**config.mk**
```make
export PLATFORM = sky130hd
export DESIGN_NAME = fp_sub_seq
export DESIGN_NICKNAME = d
export VERILOG_FILES = /design/src/rtl/fp_defs_pkg.sv /design/src/rtl/fp_unpack.sv /design/src/rtl/fp_sub_seq.sv
export SDC_FILE = /design/constraint.sdc
export NUM_CORES = 1
export LEC_CHECK = 0
export BUFFER_PORTS_ARGS = -buffer_cell sky130_fd_sc_hd__buf_4
export CAP_MARGIN = 20
export CORE_MARGIN = 2
export CORE_UTILIZATION = 45
export DETAILED_ROUTE_END_ITERATION = 8
export HOLD_SLACK_MARGIN = 0.12
export PLACE_DENSITY = 0.7
export SYNTH_ARGS = -nofsm -noshare
export SYNTH_HDL_FRONTEND = slang
export SYNTH_SLANG_ARGS = --single-unit
```
**constraint.sdc**
```tcl
create_clock -name clock -period 10.5 [get_ports clock]
set_input_delay 2.625 -clock clock [delete_from_list [all_inputs] [get_ports clock]]
set_output_delay 2.625 -clock clock [all_outputs]
set_load 0.1 [all_outputs]
```
**src/rtl/fp_defs_pkg.sv**
```systemverilog
// Shared definitions for the fp_sub_seq datapath: field widths, exponent limits, FSM states.
// Ports: none (package).
// Latency/backpressure: not applicable.
package fp_defs_pkg;

  localparam int EXP_W   = 8;
  localparam int MAN_W   = 23;
  localparam int BIAS    = 127;
  localparam int EXP_MAX = 255;

  // Packed operand width and significand width including the hidden bit.
  localparam int FP_W  = 1 + EXP_W + MAN_W;
  localparam int SIG_W = MAN_W + 1;

  // Alignment never needs more than SIG_W+1 shifts; beyond that S is already zero.
  localparam int CNT_W     = 5;
  localparam int MAX_SHIFT = 25;

  typedef enum logic [2:0] {
    ST_IDLE  = 3'd0,
    ST_ALIGN = 3'd1,
    ST_OP    = 3'd2,
    ST_NORM  = 3'd3,
    ST_DONE  = 3'd4
  } state_t;

endpackage

```
**src/rtl/fp_unpack.sv**
```systemverilog
// Operand unpack and magnitude ordering for fp_sub_seq (B sign inverted, L is the larger magnitude).
// Ports: a_fp/b_fp packed operands in; l_*/s_* ordered sign+exponent+significand, diff = min(eL-eS, 25) out.
// Latency: combinational; no backpressure.
module fp_unpack
  import fp_defs_pkg::*;
(
  input  logic [FP_W-1:0]  a_fp,
  input  logic [FP_W-1:0]  b_fp,
  output logic             l_sign,
  output logic             s_sign,
  output logic [EXP_W-1:0] l_exp,
  output logic [SIG_W-1:0] l_sig,
  output logic [SIG_W-1:0] s_sig,
  output logic [CNT_W-1:0] diff
);

  logic             a_sign, b_sign;
  logic [EXP_W-1:0] a_exp, b_exp, s_exp, exp_diff;
  logic             a_zero, b_zero;
  logic [SIG_W-1:0] a_sig, b_sig;
  logic             swap;

  // Subtraction is performed as addition of the negated subtrahend.
  assign a_sign = a_fp[FP_W-1];
  assign b_sign = ~b_fp[FP_W-1];
  assign a_exp  = a_fp[FP_W-2:MAN_W];
  assign b_exp  = b_fp[FP_W-2:MAN_W];

  // A zero exponent means the value is zero; no denormal support, so its significand is forced to 0.
  assign a_zero = (a_exp == '0);
  assign b_zero = (b_exp == '0);
  assign a_sig  = a_zero ? '0 : {1'b1, a_fp[MAN_W-1:0]};
  assign b_sig  = b_zero ? '0 : {1'b1, b_fp[MAN_W-1:0]};

  // Exponent first, then significand: a plain compare of the concatenation does both.
  assign swap = ({b_exp, b_sig} > {a_exp, a_sig});

  assign l_sign = swap ? b_sign : a_sign;
  assign s_sign = swap ? a_sign : b_sign;
  assign l_exp  = swap ? b_exp  : a_exp;
  assign s_exp  = swap ? a_exp  : b_exp;
  assign l_sig  = swap ? b_sig  : a_sig;
  assign s_sig  = swap ? a_sig  : b_sig;

  assign exp_diff = l_exp - s_exp;
  assign diff     = (exp_diff > EXP_W'(MAX_SHIFT)) ? CNT_W'(MAX_SHIFT) : exp_diff[CNT_W-1:0];

endmodule

```
**src/rtl/fp_sub_seq.sv**
```systemverilog
// Multi-cycle single-precision subtractor C = A_FP - B_FP with truncation, one shift per cycle.
// Ports: clock, reset (async high), start/A_FP/B_FP in; busy, done pulse, sign/exponent/mantissa out.
// Latency: done 3+d+s cycles after the start edge; start is ignored unless IDLE (no other backpressure).
module fp_sub_seq
  import fp_defs_pkg::*;
(
  input  logic             clock,
  input  logic             reset,
  input  logic             start,
  input  logic [FP_W-1:0]  A_FP,
  input  logic [FP_W-1:0]  B_FP,
  output logic             busy,
  output logic             done,
  output logic             sign,
  output logic [EXP_W-1:0] exponent,
  output logic [MAN_W-1:0] mantissa
);

  localparam logic [EXP_W-1:0] EXP_TOP = EXP_W'(EXP_MAX - 1);
  localparam logic [EXP_W-1:0] EXP_INF = EXP_W'(EXP_MAX);
  localparam logic [EXP_W-1:0] EXP_ONE = EXP_W'(1);

  state_t state, next_state;

  logic             u_l_sign, u_s_sign;
  logic [EXP_W-1:0] u_l_exp;
  logic [SIG_W-1:0] u_l_sig, u_s_sig;
  logic [CNT_W-1:0] u_diff;

  logic             l_sign_q, s_sign_q;
  logic [EXP_W-1:0] exp_q;
  logic [SIG_W-1:0] l_sig_q, s_sig_q;
  logic [CNT_W-1:0] cnt;
  logic [SIG_W:0]   mag;   // one extra bit for the carry of an effective add

  logic mag_zero, mag_carry, mag_norm;
  logic norm_exit;

  fp_unpack u_unpack (
    .a_fp   (A_FP),
    .b_fp   (B_FP),
    .l_sign (u_l_sign),
    .s_sign (u_s_sign),
    .l_exp  (u_l_exp),
    .l_sig  (u_l_sig),
    .s_sig  (u_s_sig),
    .diff   (u_diff)
  );

  assign mag_zero  = (mag == '0);
  assign mag_carry = mag[SIG_W];
  assign mag_norm  = ~mag[SIG_W] & mag[SIG_W-1];

  // Any condition that finishes normalization this cycle: zero, overflow to Inf,
  // underflow flush, or already normalized.
  assign norm_exit = mag_zero
                   | (mag_carry & (exp_q == EXP_TOP))
                   | (~mag_carry & ~mag[SIG_W-1] & (exp_q == EXP_ONE))
                   | mag_norm;

  always_ff @(posedge clock or posedge reset) begin
    if (reset) state <= ST_IDLE;
    else       state <= next_state;
  end

  always_comb begin
    next_state = state;
    busy       = 1'b0;
    done       = 1'b0;
    case (state)
      ST_IDLE:  if (start) next_state = ST_ALIGN;
      ST_ALIGN: begin
        busy = 1'b1;
        if (cnt == '0) next_state = ST_OP;
      end
      ST_OP: begin
        busy       = 1'b1;
        next_state = ST_NORM;
      end
      ST_NORM: begin
        busy = 1'b1;
        if (norm_exit) next_state = ST_DONE;
      end
      ST_DONE: begin
        done       = 1'b1;
        next_state = ST_IDLE;
      end
      default: next_state = ST_IDLE;
    endcase
  end

  always_ff @(posedge clock or posedge reset) begin
    if (reset) begin
      l_sign_q <= 1'b0;
      s_sign_q <= 1'b0;
      exp_q    <= '0;
      l_sig_q  <= '0;
      s_sig_q  <= '0;
      cnt      <= '0;
      mag      <= '0;
      sign     <= 1'b0;
      exponent <= '0;
      mantissa <= '0;
    end else begin
      case (state)
        ST_IDLE: begin
          if (start) begin
            l_sign_q <= u_l_sign;
            s_sign_q <= u_s_sign;
            exp_q    <= u_l_exp;
            l_sig_q  <= u_l_sig;
            s_sig_q  <= u_s_sig;
            cnt      <= u_diff;
          end
        end
        ST_ALIGN: begin
          // Bits shifted out of S are dropped: truncation, no guard bits.
          if (cnt != '0) begin
            s_sig_q <= s_sig_q >> 1;
            cnt     <= cnt - CNT_W'(1);
          end
        end
        ST_OP: begin
          // |L| >= |S| holds after alignment, so the difference never goes negative.
          if (l_sign_q == s_sign_q) mag <= {1'b0, l_sig_q} + {1'b0, s_sig_q};
          else                      mag <= {1'b0, l_sig_q} - {1'b0, s_sig_q};
        end
        ST_NORM: begin
          if (mag_zero) begin
            sign     <= 1'b0;
            exponent <= '0;
            mantissa <= '0;
          end else if (mag_carry) begin
            if (exp_q == EXP_TOP) begin
              sign     <= l_sign_q;
              exponent <= EXP_INF;
              mantissa <= '0;
            end else begin
              mag   <= mag >> 1;
              exp_q <= exp_q + EXP_W'(1);
            end
          end else if (!mag[SIG_W-1]) begin
            if (exp_q == EXP_ONE) begin
              // Exponent would reach 0: flush to +0.
              sign     <= 1'b0;
              exponent <= '0;
              mantissa <= '0;
            end else begin
              mag   <= mag << 1;
              exp_q <= exp_q - EXP_W'(1);
            end
          end else begin
            sign     <= l_sign_q;
            exponent <= exp_q;
            mantissa <= mag[MAN_W-1:0];
          end
        end
        default: ;
      endcase
    end
  end

endmodule
```
# Word level (Yosys, flattened, before mapping)

Cells that the tools add are included.

Flip-flop bits (word level): 123
Latch bits: 0
RAM bits: 0
Memory bits (read-only): 0
Memories kept: 0

Add/sub/neg operators: 6
Multiply operators: 0
Divide/modulo/power cells: 0
Order comparisons: 2
Equality and inequality tests: 16
Shift-type cells: 0
Multiplexer cells: 50
Bitwise operators: 10
Reduce and logical (&&, ||, !) cells: 19

Operators by type and width:

| cell                                                          | number |
|---|---|
| two-way mux 24 bit                                            | 8 |
| two-way mux 23 bit                                            | 5 |
| two-way mux 8 bit                                             | 13 |
| two-way mux 25 bit                                            | 4 |
| case mux 25 bit (2 select lines)                              | 1 |
| case mux 24 bit (2 select lines)                              | 1 |
| greater-than comparator 32 bit                                | 1 |
| adder 24 x 24 -> 25 bit                                       | 1 |
| logical NOT 25 bit                                            | 1 |
| subtractor 24 x 24 -> 25 bit                                  | 1 |
| logical NOT 8 bit                                             | 2 |
| case mux 8 bit (2 select lines)                               | 1 |
| two-way mux 5 bit                                             | 3 |
| case mux 3 bit (4 select lines)                               | 1 |
| AND reduction 3 bit                                           | 4 |
| inequality test 2 bit, second input constant                  | 5 |
| case mux 5 bit (2 select lines)                               | 1 |
| two-way mux 1 bit                                             | 9 |
| two-way mux 3 bit                                             | 3 |
| inequality test 3 bit, second input constant                  | 3 |
| adder 8 x 1 -> 8 bit, second input constant                   | 1 |
| equality test 8 x 1 -> 1 bit, second input constant           | 1 |
| equality test 8 bit, second input constant                    | 1 |
| greater-than comparator 8 x 5 -> 1 bit, second input constant | 1 |
| other kinds (20)                                              | 31 |

# Logic depth before layout (Yosys ltp)

Depth in word-level cells: 9
Mapped depth: 19

# Hierarchy

From an unflattened synthesis, not the netlist that was laid out.

Cell total of the unflattened synthesis: 1,225
Area total of the unflattened synthesis: 9,604.2 um^2

Modules (own cells, without submodules):

| module     | instances | cells an instance | area an instance (um^2) | sequential area each (um^2) |
|---|---|---|---|---|
| fp_sub_seq | 1         | 876               | 7,490.9                 | 3,078.0 |
| fp_unpack  | 1         | 349               | 2,113.3                 | 0.0 |

# Worst setup path after synthesis

OpenSTA, ideal clock, no wires.

Kind: input-to-reg
Start: in B_FP[23]
End: reg cnt[3]
Arrival: 5,884 ps
Slack: 4,475 ps
Cell stages on the path: 17
Path buffers: 2
Path through: nor4_1 nand2_1 clkbuf_1 and2_1 ha_1 nand4_1 or3_1 a21o_1 a31oi_1 buf_4 nor2_8 mux2i_1 a2bb2o_1 a31oi_1 mux2i_1 o21a_1 a31oi_1

Word-level cells in the longest chain between the ends: 9
Elaborated cells on any way between the ends: 10
Those cells by class: 1 x add/sub; 2 x order compare; 6 x mux; 1 x reduce/logical

RTL lines:

| item                                        | line                             | source |
|---|---|---|
| start, declared                             | fp_sub_seq.sv:11                 | `input logic [FP_W-1:0] B_FP,` |
| logical NOT 8 bit                           | fp_unpack.sv:31                  | `assign b_zero = (b_exp == '0);` |
| two-way mux 24 bit                          | fp_unpack.sv:33                  | `assign b_sig = b_zero ? '0 : {1'b1, b_fp[MAN_W-1:0]};` |
| greater-than comparator 32 bit              | fp_unpack.sv:36                  | `assign swap = ({b_exp, b_sig} > {a_exp, a_sig});` |
| two-way mux 8 bit, on equally long branches | fp_unpack.sv:40, fp_unpack.sv:41 |  |
| subtractor 8 bit *                          | fp_unpack.sv:45                  | `assign exp_diff = l_exp - s_exp;` |
| greater-than comparator 8 x 5 -> 1 bit      | fp_unpack.sv:46                  | `assign diff = (exp_diff > EXP_W'(MAX_SHIFT)) ? CNT_W'(MAX_SHIFT) : exp_diff[CNT_W-1:0];` |
| two-way mux 5 bit *                         | fp_unpack.sv:46                  |  |
| two-way mux 5 bit *                         | fp_sub_seq.sv:107                | `if (start) begin` |
| case mux 5 bit (2 select lines) *           | fp_sub_seq.sv:105                | `case (state)` |
| end signal, assigned                        | fp_sub_seq.sv:113                | `cnt <= u_diff;` |
| end signal, assigned                        | fp_sub_seq.sv:120                | `cnt <= cnt - CNT_W'(1);` |
| end, declared                               | fp_sub_seq.sv:33                 | `logic [CNT_W-1:0] cnt;` |

Every way passes the cells marked *; elsewhere a longest branch is shown, timed or not. The select of a mux whose other input is x is not followed.
A chain may end at the register's enable or synchronous reset.

# Final worst setup path

Start: in B_FP[29]
End: reg cnt[0]

Same word-level chain as after synthesis.

==> impl_metrics.tcl <==
set metrics [dict create \
    relSlewSlack 0.327 \
    multi_input_area_sq_um 5810 \
    ys.flop_type "dfrtp_1" \
    finalCritPeriodShare 0.681 \
    worstPathMaxFanout 27 \
    grt_pass1_vias 7710 \
    async_reset_ff_frac 1.00 \
    htreeDepth 4 \
    synth.distinct_cells 72 \
    nets 1383 \
    grt_pass1_wl_um 39700 \
    synthTopCellsByArea "dfrtp_1, o21ai_0, ha_1" \
    cts_hold_buffers 0 \
    gp_congestion 0.910 \
    cts.sinks 123 \
    yosysWarnings 0 \
    place_area_sq_um 10200 \
    die_w_um 148 \
    worst_slew_pin_slew_ns 1.01 \
    syn_area_per_cell_sq_um 7.77 \
    clockBufferDepth 2 \
    core_region_area_sq_um 20300 \
    drtIter0Drc 713 \
    rows 52 \
    seq_area_frac_synth 0.330 \
    grt.total_usage 0.225 \
    critPathLaunchType "input port" \
    drt-vias-per-instance 5.70 \
    fin_crit_ns 7.16 \
    setup_ws_ns 3.34 \
    fill_cells 1941 \
    cts-root-buf "clkbuf_16" \
    cts-buffers-inserted 17 \
    hold_viol_final 0 \
    grt-ovfl-total 0 \
    yosys.area.top_type "dfrtp_1" \
    final_util 0.537 \
    setup-violations-final 0 \
    fin_skew_ns 0.00861 \
    synth_top_cell_area_share 0.330 \
    num_vias 8744 \
    drtAntennaViolNets 0 \
    syn_area_sq_um 9320 \
    drv_slew 0 \
    grt_antenna_before_repair 0 \
    path_clk_slew_ns 0.06 \
    io_buffers 100 \
    cts_resized 0 \
    rsz0062_at_grt "false" \
    dp_slack_ns 2.99 \
    synthTopCellsByCount "nand2_1, o21ai_0, dfrtp_1" \
    area_delta_synth_final_pct 17.0 \
    netlist_instances 1199 \
    grt_max_degree 79 \
    fin_area_sq_um 10900 \
    cts_setup_buffers 0 \
    cts_tree "done" \
    hold_class "register to register" \
    path_class "input port to register" \
    synth-edff-count 0 \
    ys_ff_latch 123 \
    dr.pass1.iters 5 \
    synth_most_common_cell "nand2_1" \
    tns_ns 0 \
    antenna_cells 0 \
    io_pins 101 \
    regArea_sq_um 3080 \
    syn-num-nets 1330 \
    cp.required_ns 10.78 \
    worstSetupEndpointType "register" \
    fmax_mhz 140 \
    die-height_um 148 \
    dpl.hpwl_um 18000 \
    max_cap_violations 0 \
    wl_per_cell_um 15.7 \
    dieArea_sq_um 21900 \
    drive_gt1_frac 0.128 \
    drt_wl_total_um 24100 \
    status "complete, no violations" \
    initial_core_util 0.459 \
    cp_data_arrival_time_ns 7.44 \
    clock_latency_ns 0.42 \
    drc 0 \
]
-- layout make-up --
class / instances / share of cell area
Multi-Input combinational cell: 957 / 0.533
Inverter: 41 / 0.0143
Timing Repair Buffer: 112 / 0.0771
Clock inverter: 10 / 0.0195
Sequential cell: 123 / 0.282
Clock buffer: 21 / 0.0431
Tap cell: 270 / 0.0310
-- per-stage QoR --
step,instances,hold WS (ns)
final,1534,0.476
after global routing,1534,0.496
after CTS,1534,0.484
after detailed placement,1503,0.472
after global placement,1503,0.464
after floorplan,1199,0.456
-- worst max-delay path, cell delays in order --
cell      delay (ns)
buf_4           0.13
nor4_1          0.42
nand2_1         0.55
and2_1          0.40
ha_1            0.32
nand4_1         0.18
or3_1           0.41
a21o_1          0.18
a31oi_2         0.49
buf_4           0.33
nor2_8          0.10
mux2i_1         0.16
a2bb2o_1        0.29
a31oi_1         0.21
mux2i_1         0.31
o21a_1          0.21
a31oi_1         0.10
-- cells in the final DEF, fill, tap and decap left out, types with 17 or more instances in the layout --
| master | count |
|---|---|
| nand2_1 | 187 |
| o21ai_0 | 161 |
| dfrtp_1 | 123 |
| buf_4 | 112 |
| nor2_1 | 86 |
| a21oi_1 | 84 |
| ha_1 | 63 |
| inv_1 | 40 |
| nand3_1 | 38 |
| xnor2_1 | 38 |
| a31oi_1 | 35 |
| and2_1 | 29 |
| o211ai_1 | 27 |
| nor3_1 | 19 |
| clkbuf_16 | 17 |
-- metal layers --
layer / vias to the layer above / share of wire / track usage
met5: - / 0 / 0
met4: 0 / 0.015 / 0.0576
met1: 4013 / 0.50 / 0.346
met3: 25 / 0.056 / 0.0296
met2: 275 / 0.43 / 0.333
li1: 4431 / - / -
-- flip-flops by register name, indices dropped and copies added (netlist names) --
signal	flops
mantissa	23
cnt	5
mag	25
s_sig_q	24
exponent	8
s_sign_q	1
l_sig_q	24
l_sign_q	1
state	3
sign	1
exp_q	8
-- cell families after synthesis --
group / count (synthesis) / synth area share
and+or+nand+nor: 428 / 0.213
AOI/OAI and AO/OA: 405 / 0.261
DFF: 123 / 0.330
buffers and inverters: 119 / 0.0502
adders and majority gates: 64 / 0.0867
xor gates and xnor gates: 49 / 0.0460
muxes: 11 / 0.0121
-- path summary, 6_finish.rpt --
check / start / to / slack (ns) / depth (start not counted)
worst min-delay path: mantissa[18] / mantissa[18] / 0.48 / 2
max in group asynchronous: reset / l_sig_q[19] / 6.93 / 3
worst min register to register: mantissa[18] / mantissa[18] / 0.48 / 2
min in group asynchronous: reset / exponent[2] / 2.38 / 2
worst max register to register: s_sig_q[3] / mag[24] / 6.32 / 17
worst max-delay path: B_FP[29] / cnt[0] / 3.34 / 17
Power is left out: the tool's default activity adds up to more than one toggle a clock period on the data nets, which glitch-free logic cannot reach.
